<file path="src/rtl/ifetch_pkg.sv">
// ifetch_pkg: shared types and constants for the instruction fetch stage.
//   state_e   : fetch FSM states (S_BRANCH exists only with IFETCH_BRANCH_EN)
//   OP_BRANCH : conditional-branch opcode
//   *_HI/*_LO : instruction field positions (opcode, flag select, target)
// Optional feature macro: IFETCH_BRANCH_EN
package ifetch_pkg;

    typedef enum logic [2:0] {
        S_IDLE,
        S_FETCH,
        S_ISSUE,
        S_HALT
`ifdef IFETCH_BRANCH_EN
        , S_BRANCH
`endif
    } state_e;

    localparam logic [4:0] OP_BRANCH = 5'b11111;

    localparam int OPC_HI = 16;
    localparam int OPC_LO = 12;
    localparam int SEL_HI = 11;
    localparam int SEL_LO = 9;
    localparam int TGT_HI = 8;
    localparam int TGT_LO = 4;

endpackage

</file>
<file path="src/rtl/prog_mem.sv">
// prog_mem: 2**ADDR_W x INSTR_W program store.
//   clk     : write clock
//   we_i    : write enable (gated by the caller)
//   waddr_i : write address
//   wdata_i : write data
//   raddr_i : read address
//   rdata_o : combinational read data
// Contents are deliberately not reset so a loaded program survives rst_n.
module prog_mem #(
    parameter int ADDR_W  = 5,
    parameter int INSTR_W = 17
) (
    input  logic               clk,
    input  logic               we_i,
    input  logic [ADDR_W-1:0]  waddr_i,
    input  logic [INSTR_W-1:0] wdata_i,
    input  logic [ADDR_W-1:0]  raddr_i,
    output logic [INSTR_W-1:0] rdata_o
);

    logic [INSTR_W-1:0] mem_q [2**ADDR_W];

    always_ff @(posedge clk) begin
        if (we_i) mem_q[waddr_i] <= wdata_i;
    end

    assign rdata_o = mem_q[raddr_i];

endmodule

</file>
<file path="src/rtl/instr_fetch.sv">
// instr_fetch: program memory + PC sequencer feeding the control unit over a
// valid/ready handshake; resolves conditional branches locally.
//   clk, rst_n              : clock, async active-low reset
//   load_en/addr/data       : program write port (honoured only in IDLE/HALT)
//   start, end_addr         : begin at PC 0; end_addr latched on start
//   instr_out/valid/ready   : instruction handshake to cu
//   flags, flags_valid      : cu flag vector, valid once all issued retired
//   pc_out, busy, halted    : status
// Optional feature macro: IFETCH_BRANCH_EN (local branch resolution). When
// undefined, the branch opcode is issued like any other instruction.
module instr_fetch
    import ifetch_pkg::*;
#(
    parameter int ADDR_W  = 5,
    parameter int INSTR_W = 17,
    parameter int FLAG_W  = 5
) (
    input  logic               clk,
    input  logic               rst_n,
    input  logic               load_en,
    input  logic [ADDR_W-1:0]  load_addr,
    input  logic [INSTR_W-1:0] load_data,
    input  logic               start,
    input  logic [ADDR_W-1:0]  end_addr,
    output logic [INSTR_W-1:0] instr_out,
    output logic               instr_valid,
    input  logic               instr_ready,
    input  logic [FLAG_W-1:0]  flags,
    input  logic               flags_valid,
    output logic [ADDR_W-1:0]  pc_out,
    output logic               busy,
    output logic               halted
);

    state_e             state_q;
    logic [ADDR_W-1:0]  pc_q;
    logic [ADDR_W-1:0]  end_q;
    logic [INSTR_W-1:0] instr_q;
    logic               valid_q;
    logic               halted_q;

    logic               idle_like;
    logic               mem_we;
    logic [INSTR_W-1:0] mem_rdata;
    logic [ADDR_W-1:0]  pc_inc;
    logic               at_end;

    assign idle_like = (state_q == S_IDLE) || (state_q == S_HALT);
    // Writes while a program runs are dropped so the running code is stable.
    assign mem_we    = load_en && idle_like;
    assign pc_inc    = pc_q + 1'b1;  // wraps modulo depth
    assign at_end    = (pc_q == end_q);

    prog_mem #(
        .ADDR_W  (ADDR_W),
        .INSTR_W (INSTR_W)
    ) u_mem (
        .clk     (clk),
        .we_i    (mem_we),
        .waddr_i (load_addr),
        .wdata_i (load_data),
        .raddr_i (pc_q),
        .rdata_o (mem_rdata)
    );

`ifdef IFETCH_BRANCH_EN
    logic [SEL_HI-SEL_LO:0] br_sel;
    logic                   br_flag;
    logic                   br_taken;
    logic [ADDR_W-1:0]      br_tgt;
    logic                   fetch_is_br;

    assign fetch_is_br = (mem_rdata[OPC_HI:OPC_LO] == OP_BRANCH);
    assign br_sel      = instr_q[SEL_HI:SEL_LO];
    assign br_tgt      = ADDR_W'(instr_q[TGT_HI:TGT_LO]);

    // Selects beyond the flag vector never take the branch.
    always_comb begin
        br_flag = 1'b1;
        for (int i = 0; i < FLAG_W; i++) begin
            if (int'(br_sel) == i) br_flag = flags[i];
        end
    end

    assign br_taken = (int'(br_sel) < FLAG_W) && !br_flag;
`else
    logic unused_flags;
    assign unused_flags = ^{flags, flags_valid};
`endif

    always_ff @(posedge clk or negedge rst_n) begin
        if (!rst_n) begin
            state_q  <= S_IDLE;
            pc_q     <= '0;
            end_q    <= '0;
            instr_q  <= '0;
            valid_q  <= 1'b0;
            halted_q <= 1'b0;
        end else begin
            case (state_q)
                S_IDLE, S_HALT: begin
                    if (start) begin
                        pc_q     <= '0;
                        end_q    <= end_addr;
                        halted_q <= 1'b0;
                        state_q  <= S_FETCH;
                    end
                end
                S_FETCH: begin
                    instr_q <= mem_rdata;
`ifdef IFETCH_BRANCH_EN
                    if (fetch_is_br) begin
                        state_q <= S_BRANCH;
                    end else begin
                        valid_q <= 1'b1;
                        state_q <= S_ISSUE;
                    end
`else
                    valid_q <= 1'b1;
                    state_q <= S_ISSUE;
`endif
                end
                S_ISSUE: begin
                    if (instr_ready) begin
                        valid_q <= 1'b0;
                        if (at_end) begin
                            halted_q <= 1'b1;
                            state_q  <= S_HALT;
                        end else begin
                            pc_q    <= pc_inc;
                            state_q <= S_FETCH;
                        end
                    end
                end
`ifdef IFETCH_BRANCH_EN
                // Flags are only trusted once cu has drained everything issued.
                S_BRANCH: begin
                    if (flags_valid) begin
                        if (br_taken) begin
                            pc_q    <= br_tgt;
                            state_q <= S_FETCH;
                        end else if (at_end) begin
                            halted_q <= 1'b1;
                            state_q  <= S_HALT;
                        end else begin
                            pc_q    <= pc_inc;
                            state_q <= S_FETCH;
                        end
                    end
                end
`endif
                default: state_q <= S_IDLE;
            endcase
        end
    end

    assign instr_out   = instr_q;
    assign instr_valid = valid_q;
    assign pc_out      = pc_q;
    assign busy        = !idle_like;
    assign halted      = halted_q;

endmodule

</file>
<file path="config.mk">
export PLATFORM = sky130hd
export DESIGN_NAME = instr_fetch
export DESIGN_NICKNAME = d
export VERILOG_FILES = /design/src/rtl/ifetch_pkg.sv /design/src/rtl/prog_mem.sv /design/src/rtl/instr_fetch.sv
export SDC_FILE = /design/constraint.sdc
export NUM_CORES = 1
export LEC_CHECK = 0
export CAP_MARGIN = 40
export CORE_MARGIN = 2
export CORE_UTILIZATION = 45
export DETAILED_ROUTE_END_ITERATION = 10
export GPL_TIMING_DRIVEN = 0
export MAX_ROUTING_LAYER = met4
export PLACE_DENSITY = 0.68
export SETUP_SLACK_MARGIN = 0.15
export SYNTH_ARGS = -nofsm -noshare
export SYNTH_HDL_FRONTEND = slang
export SYNTH_SLANG_ARGS = --single-unit
export TNS_END_PERCENT = 1
</file>
<file path="constraint.sdc">
create_clock -name clk -period 3.7 [get_ports clk]
set_clock_uncertainty 0.05 [all_clocks]
set_input_delay 0.555 -clock clk [delete_from_list [all_inputs] [get_ports clk]]
set_output_delay 0.555 -clock clk [all_outputs]
set_load 0.03 [all_outputs]
</file>
Word level (Yosys, flattened, before mapping)
Memory sizes are Yosys's and may differ from the RTL's. A register that Yosys moved wholly into a read port is not among the register bits.
Cells that the tools add are included.
{"block": "classes", "add_sub_neg": 1, "n_mul": 0, "div": 0, "order_cmp": 0, "n_eq_ne": 8, "shifts": 0, "n_mux": 16, "bitwise_logic": 0, "reduce_logical": 13}
{"operator": "$mux 5", "count": 3}
{"operator": "$pmux 5 s2", "count": 1}
{"operator": "$pmux 3 s3", "count": 1}
{"operator": "$ne 2x2->1 const B", "count": 4}
{"operator": "$reduce_and 4->1", "count": 2}
{"operator": "$eq 3x2->1 const B", "count": 2}
{"operator": "$mux 1", "count": 6}
{"operator": "$mux 3", "count": 2}
{"operator": "$reduce_and 2->1", "count": 3}
{"operator": "$add 5x1->5 const B", "count": 1}
{"operator": "$eq 5x5->1", "count": 1}
{"operator": "$pmux 1 s2", "count": 2}
{"operator": "$reduce_bool 2->1", "count": 2}
{"operator": "$eq 3x1->1 const B", "count": 1}
{"operator": "$logic_not 3->1", "count": 1}
{"operator": "$logic_not 1->1", "count": 2}
{"operator": "$mux 2", "count": 1}
{"operator": "$reduce_or 2->1", "count": 1}
{"operator": "$logic_and 1x1->1", "count": 1}
{"operator": "$logic_or 1x1->1", "count": 1}
{"block": "totals", "regBits": 15, "latchBits": 0, "mem_bits_rw": 544, "romBits": 0, "output_inout_bits": 25, "word_cells": 44, "memories": 1}
{"name": "u_mem.mem_q", "words": 32, "word_bits": 17, "read_ports": 1, "rd_clocked_by_memory_dff": 1, "wr": 1, "line": "prog_mem.sv:21", "source": "logic [INSTR_W-1:0] mem_q [2**ADDR_W];"}

Logic depth before layout (Yosys ltp)
Gate-level depths: netlist (run 1).
{"block": "logic_depth", "depth_word": 5, "depth_mapped": 9, "depth_no_buf": 7}

Cells and area by module
From an unflattened synthesis (run 1), not the netlist that was laid out.
{"block": "unflattened", "hier_cells": 1307, "area_unflattened_um2": 22823.1}
{"module": "prog_mem", "n_inst": 1, "cells_each": 1195, "area_per_inst_um2": 21396.8}
{"module": "instr_fetch", "n_inst": 1, "cells_each": 112, "area_per_inst_um2": 1426.4}

Least setup slack after synthesis (run 1)
No wires, ideal clock.
{"block": "synth_path", "path_type": "register to register", "startpoint": "register state_q[0]", "endpoint": "memory u_mem.mem_q[12][0] (enable)", "arrival_time_ns": 2.080, "required_ns": 3.260, "slack_ns": 1.179, "stages_incl_launch_ff": 7, "n_path_buf": 1, "period_less_slack_ns": 2.521, "cell_sequence": "dfrtp_1 > inv_1 > ha_1 > nand2_1 > or3_1 > clkbuf_1 > nor2_1"}
{"block": "synth_via", "elab_chain_len": 5, "word_cells_on_any_way": 6, "classes_between": "1 x eq/ne; 2 x mux; 3 x reduce/logical"}
{"element": "start, declared", "line": "instr_fetch.sv:35", "source": "state_e state_q;"}
{"element": "start signal, assigned", "line": "instr_fetch.sv:93", "source": "state_q <= S_IDLE;"}
{"element": "start signal, assigned", "line": "instr_fetch.sv:106", "source": "state_q <= S_FETCH;"}
{"element": "start signal, assigned", "line": "instr_fetch.sv:120", "source": "state_q <= S_ISSUE;"}
{"element": "$eq 3x2->1 / $logic_not 3->1 (equally long branches)", "line": "instr_fetch.sv:48", "source": "assign idle_like = (state_q == S_IDLE) || (state_q == S_HALT);"}
{"element": "$logic_or 1x1->1 (*)", "line": "instr_fetch.sv:48"}
{"element": "$logic_and 1x1->1 (*)", "line": "instr_fetch.sv:50", "source": "assign mem_we = load_en && idle_like;"}
{"element": "$mux 1 (*)", "line": "prog_mem.sv:24", "source": "if (we_i) mem_q[waddr_i] <= wdata_i;"}
{"element": "$mux 1 (not written as such) (*)", "line": "prog_mem.sv:24"}
{"element": "end, declared", "line": "prog_mem.sv:21"}
Every way passes the cells marked *; elsewhere a longest branch is shown, timed or not.

Worst setup path in the final report (run 1)
{"block": "layout_path", "startpoint": "register state_q[0]", "endpoint": "output port busy"}
{"block": "layout_via", "elab_chain_len": 3, "word_cells_on_any_way": 4, "classes_between": "1 x eq/ne; 3 x reduce/logical"}
{"element": "$eq 3x2->1 / $logic_not 3->1 (equally long branches)", "line": "instr_fetch.sv:48"}
{"element": "$logic_or 1x1->1 (*)", "line": "instr_fetch.sv:48"}
{"element": "$logic_not 1->1 (*)", "line": "instr_fetch.sv:160", "source": "assign busy = !idle_like;"}
{"element": "end, declared", "line": "instr_fetch.sv:31", "source": "output logic busy,"}
Marked as above.

==> impl_metrics.py, run 1 <==
metrics = {
    "run_status": {
        "status": "completed",
    },
    "route": {
        "drtIter0Drc": 1250,
        "ant_nets": 0,
        "firstDrtPassIters": 5,
        "drcViolationCount": 0,
        "wl_mm": 53.55,
        "wire_per_inst_um": 25.70,
        "num_vias": 11940,
        "vias_per_cell": 5.729,
    },
    "placed_design": {
        "port_buffers": 56,
        "gp_congestion": 0.8892,
        "place_ws_ps": 724.2,
        "dpl.hpwl_mm": 36.93,
    },
    "synth": {
        "synthSimpleGateAreaFrac_pct": 2.749,
        "ys_top_cells_by_count": "edfxtp_1, mux2i_1, a211oi_1",
        "netlist_top_cells_area": "edfxtp_1, mux4_2, mux2i_1",
        "synth_compound_area_share_pct": 5.442,
        "synth-edff-count": 544,
        "synth_area_per_cell_um2": 18.90,
        "ys.warnings.count": 0,
        "synth_fa_ha_area_share_pct": 0.2212,
        "synth-xor-area-share_pct": 0.2323,
        "yosysMostFrequentCell": "edfxtp_1",
        "synth.top_cell.area_share_pct": 72.20,
        "ys_ff_latch": 575,
        "yosysSeqAreaShare_pct": 75.63,
        "synth_cell_types": 40,
        "synthFlopType": "edfxtp_1",
        "netlist_instances": 1197,
        "yosys.area.top_type": "edfxtp_1",
        "synth_top_family_by_area": "multiplexers",
        "synthArstFlopShare_pct": 5.391,
        "syn-cell-area_um2": 22620,
        "synth_fp_nets": 1239,
        "muxShareOfSynthArea_pct": 13.93,
    },
    "sta": {
        "finalHoldViolations": 0,
        "setup_viol": 0,
        "timing_worst_slew_pin_value_ps": 1027,
        "fin_tns_setup_ps": 0,
        "fmax_mhz": 343.5,
        "drv_slew": 0,
        "relSlewSlack_pct": 31.11,
        "setup_ws_ps": 788.6,
        "rsz0062_at_grt": "no",
        "period_share_pct": 78.69,
        "post-route-min-period_ps": 2911,
    },
    "die": {
        "core_um2": 49860,
        "ios": 63,
        "chipWidth_um": 228.2,
        "rows": 82,
        "initial_utilization_pct": 45.37,
        "die_h_um": 228.2,
        "die_area_um2": 52090,
    },
    "worst_setup_path": {
        "cp_max_fo": 6,
        "endpoint": "busy",
        "reg2reg_slack_ps": 830,
        "reg2regPathDepth": 7,
        "reg2reg_from": "state_q[0]",
        "startpoint": "state_q[0]",
        "timing.rr.end": "u_mem.mem_q[24][9]",
        "endpoint_kind": "output port",
        "critPathArrivalTime_ps": 2310,
        "worstSetupPathType": "flip-flop to output port",
        "worstPathRequired_ps": 3090,
        "startpoint_type": "flip-flop",
    },
    "power": {
        "p_int_mw": 12.06,
        "swShare_pct": 27.40,
        "clockPowerShare_pct": 34.7,
        "pwr-share-seq_pct": 45.2,
        "pwr-share-comb_pct": 20.1,
        "leakage_nw": 8.730,
        "powerDensity_nw_per_um2": 617.3,
        "p_sw_mw": 4.551,
        "vdd_ir_drop_max_uv": 463.2,
    },
    "finish": {
        "drive_gt1_share_pct": 21.63,
        "syn_to_final_growth_pct": 18.92,
        "nNetsFinal": 1405,
        "num-fill-cells": 3912,
    },
    "grt": {
        "antenna_found_initial": 3,
        "grt_start_max_net_pins": 32,
        "grtUsageTotal_pct": 21.29,
        "first_global_vias": 12270,
        "grt_pass1_wl_mm": 78.87,
        "grt_overflow": 0,
    },
    "clocking": {
        "cts_buffers": 56,
        "htree_levels": 2,
        "clock_sinks": 575,
        "cts_tree": "done",
        "cts_setup_buffers": 0,
        "clock_latency_ps": 630,
        "cts.clk_slew.worst_paths_ps": 60,
        "clockRootBuffer": "clkbuf_16",
        "cts_buffer_depth": 3,
    },
    "flow_run": {
        "drv_cap": 0,
    },
    "min_path": {
        "hp-class": "flip-flop to flip-flop",
    },
}
==> worst max-delay path, stage by stage (launching register included) <==
cell	delay [ps]
dfrtp_1	400
inv_1	60
ha_1	460
inv_1	120
clkdlybuf4s50_1	670
==> cell families (layout without fill, tap and decap cells) <==
logic type               count (synthesis)  after routing
multiplexers                           227            227
AO/OA/AOI/OAI                          186            186
adder cells (fa/ha/maj)                  4              4
buffers and inverters                   72            285
other                                    0              2
AND/OR/NAND/NOR                        127            127
flip-flops                             575            575
XOR/XNOR                                 6              6
==> power groups by stage <==
| stage | clock [mW] | sequential [mW] | combinational, mW |
|---|---|---|---|
| finish | 5.77 | 7.50 | 3.34 |
| global route | 6.10 | 7.51 | 3.56 |
| CTS | 5.85 | 7.49 | 3.34 |
| detailed placement | 0 | 7.63 | 3.32 |
| global placement | 0 | 7.63 | 3.18 |
| floorplan | 0 | 7.73 | 1.96 |
==> layout make-up <==
| cell class | count | area (um2) | share of cell area [%] |
|---|---|---|---|
| antenna | 2 | 5.005 | 0.01860 |
| inverter | 5 | 18.77 | 0.06976 |
| buffer | 67 | 387.9 | 1.442 |
| multi-input combinational | 550 | 5186 | 19.28 |
| clock buffer | 66 | 1439 | 5.348 |
| tap | 672 | 840.8 | 3.125 |
| clock inverter | 39 | 416.7 | 1.549 |
| timing repair buffer | 108 | 1499 | 5.571 |
| sequential | 575 | 17110 | 63.60 |
==> worst min-delay path by stage <==
stage	slack, ps	from	endpoint	cells after the start
4_1_cts	480	end_addr[1]	end_q[1]	2
5_1_grt	510	end_q[3]	end_q[3]	1
3_3_place_gp	460	end_q[3]	end_q[3]	1
3_5_place_dp	470	end_q[3]	end_q[3]	1
6_report	490	end_q[1]	end_q[1]	1
2_1_floorplan	210	rst_n	end_q[0]	0
==> through the flow <==
stage | power [mW] | cells | hold slack, ps | utilization, % | area [um2]
floorplan | 9.685 | 1197 | 209.4 | - | 22620
global placement | 10.81 | 1925 | 461.2 | 48.18 | 24030
detailed placement | 10.95 | 1974 | 469.5 | 50.19 | 25020
CTS | 16.67 | 2080 | 484.6 | 53.93 | 26890
global route | 17.17 | 2084 | 513.7 | 53.96 | 26900
finish | 16.61 | 2084 | 485.9 | 53.96 | 26900
==> layout by cell type (no fill, tap or decap), drive strengths merged, types with 8 or more instances in the layout <==
master           n
nor2            45
buf             96
nand2b          39
a211oi          69
edfxtp         544
mux2i          137
dfrtp           31
mux2            22
o21ai           19
mux4            68
bufinv           8
nand2           26
a21o            17
clkbuf          89
o22ai           52
clkdlybuf4s50   55
clkinv          27
a21oi           22
==> state kept, by name (all words and copies together), names as in the netlist <==
register and cells:
end_q 5, halted 1, instr_out 17, instr_valid 1, pc_out 5, state_q 2
u_mem.mem_q 544
==> layer usage <==
metal / track usage [%] / up-vias / share of wire, %
met5: - / - / 0
li1: - / 5196 / -
met3: 4.025 / 91 / 7.3
met4: 6.679 / 0 / 2.6
met2: 34.23 / 437 / 50
met1: 27.64 / 6216 / 40
==> timing repair <==
action	in CTS	in global routing
hold buffers	1	0
gates resized for setup	0	0
hold endpoints to repair	31	0
Note: power is estimated with default switching activity, not from simulation.
==> inputs of run 2 (changes only) <==
Clock period 3.7 ns to 3 ns, I/O delays scaled along.
==> run 2 against run 1 <==
Sequential cell count did not move. Via count rose by 0.22%. Critical path type is now flip-flop to flip-flop. Wire length barely moved. Global-route usage barely moved. Power rose by 23%. Sequential power rose by 23%.
==> impl_metrics.py, run 2 (synthesis gave the netlist of run 1 again) <==
metrics = {
    "grt": {
        "grt_pass1_wl_mm": 78.88,
        "met1_usage_pct": 27.61,
        "gr-max-usage-layer": "met2",
        "first_global_vias": 12260,
        "grt_start_max_net_pins": 32,
        "grt_overflow": 0,
        "grtUsageTotal_pct": 21.28,
        "antenna_found_initial": 3,
        "grtUsageMet2_pct": 34.23,
        "grt.met3_usage_pct": 4.025,
    },
    "route": {
        "vias_per_cell": 5.739,
        "wire_per_inst_um": 25.68,
        "num_vias": 11970,
        "drcViolationCount": 0,
        "wl_mm": 53.54,
        "ant_nets": 0,
        "drtIter0Drc": 1175,
        "firstDrtPassIters": 5,
    },
    "placed_design": {
        "place_area_um2": 25020,
        "place_ws_ps": 129.2,
        "port_buffers": 56,
        "dp_cells": 1974,
        "dpl.hpwl_mm": 36.93,
        "gp_congestion": 0.8892,
    },
    "die": {
        "initial_utilization_pct": 45.37,
        "die_h_um": 228.2,
        "core_um2": 49860,
        "chipWidth_um": 228.2,
        "ios": 63,
        "die_area_um2": 52090,
        "rows": 82,
    },
    "sta": {
        "rsz0062_at_grt": "yes",
        "drv_slew": 0,
        "setup_ws_ps": 125.5,
        "relSlewSlack_pct": 31.46,
        "setup_viol": 0,
        "post-route-min-period_ps": 2874,
        "finalHoldViolations": 0,
        "period_share_pct": 95.82,
        "timing_worst_slew_pin_value_ps": 1022,
        "fmax_mhz": 347.9,
    },
    "clocking": {
        "htree_levels": 2,
        "cts_tree": "done",
        "cts_buffers": 56,
        "clock_latency_ps": 620,
        "cts.clk_slew.worst_paths_ps": 60,
        "clockRootBuffer": "clkbuf_16",
        "cts_buffer_depth": 3,
        "clock_sinks": 575,
    },
    "run_status": {
        "status": "completed",
    },
    "worst_setup_path": {
        "startpoint": "pc_out[2]",
        "worst_path_most_repeated_cell": "a211oi_1",
        "reg2regPathDepth": 8,
        "crit_chain": "buf_2 > nand2b_1 > clkbuf_2 > clkbuf_1 > o22ai_1 > a211oi_1 > a211oi_1 > a21o_1",
        "critPathArrivalTime_ps": 3360,
        "timing.rr.end": "instr_out[9]",
        "crit_family": "compound AO/OA/AOI/OAI gates",
        "cp_slowest_stage_delay_ps": 880,
        "startpoint_type": "flip-flop",
        "endpoint": "instr_out[9]",
        "cp_max_fo": 10,
        "slowest_stage": "a211oi_1",
        "crit_buf_inv": 3,
        "endpoint_kind": "flip-flop",
        "path_depth": 8,
        "worstPathRequired_ps": 3490,
        "reg2reg_slack_ps": 130,
        "worstSetupPathType": "flip-flop to flip-flop",
        "reg2reg_from": "pc_out[2]",
    },
    "power": {
        "vdd_ir_drop_max_uv": 574.0,
        "total_power_mw": 20.50,
        "powerDensity_nw_per_um2": 761.3,
        "leakage_nw": 8.731,
    },
    "finish": {
        "largest_reg_flops": 544,
        "design_area_um2": 26920,
        "nNetsFinal": 1405,
        "syn_to_final_growth_pct": 19.00,
        "num-fill-cells": 3909,
        "drive_gt1_share_pct": 21.77,
        "regMostFlops": "u_mem.mem_q",
        "fin_util_pct": 53.99,
        "layout_common_cells": "edfxtp_1, mux2i_1, mux4_2, a211oi_1, clkbuf_16",
        "mostFrequentLayoutCell": "edfxtp_1",
        "fin_cells": 2085,
    },
    "flow_run": {
        "drv_cap": 0,
    },
    "min_path": {
        "hp-class": "input pin to async pin",
    },
}
-- run 2: final cells by class --
type	instances	area (um2)	share of cell area, %
Sequential cell	575	17110	63.56
Multi-Input combinational cell	550	5201	19.32
Timing Repair Buffer	108	1499	5.568
Clock buffer	66	1439	5.345
Tap cell	672	840.8	3.123
Clock inverter	39	416.7	1.548
Buffer	67	387.9	1.441
Inverter	5	18.77	0.06971
Antenna cell	3	7.507	0.02788
-- run 2: through the flow --
step / TNS [ps] / hold slack, ps
after global placement: -199020 / 461.2
after floorplan: 0 / 104.4
final: 0 / 392.8
after CTS: 0 / 379.6
after global routing: 0 / 412.8
after detailed placement: 0 / 469.5
-- run 2: per-layer routing --
metal	wire (um)	part of all wire [%]
met1	21310	40
met4	1543	2.9
met3	4160	7.8
met2	26520	50
met5	0	0
-- run 2: how the worst min path moves through the flow --
stage                to  cells past startpoint   startpoint
5_1_grt        end_q[1]                      2  end_addr[1]
3_3_place_gp   end_q[3]                      1     end_q[3]
2_1_floorplan  end_q[0]                      0        rst_n
6_report       end_q[1]                      2        rst_n
3_5_place_dp   end_q[3]                      1     end_q[3]
4_1_cts        end_q[1]                      2  end_addr[1]
-- run 2: repair_timing --
action | 4_1_cts | 5_1_grt
endpoints found under the setup margin | 11 | 87
hold endpoints to repair | 31 | 0
gates resized for setup | 1 | 2
hold buffers | 1 | 0
gates cloned | 0 | 0
setup buffers | 0 | 0
-- run 2: report_power, final --
group | switching (mW) | internal, mW
combinational | 2.43 | 1.70
sequential | 0.198 | 9.05
clock | 2.99 | 4.12
total | 5.62 | 14.9
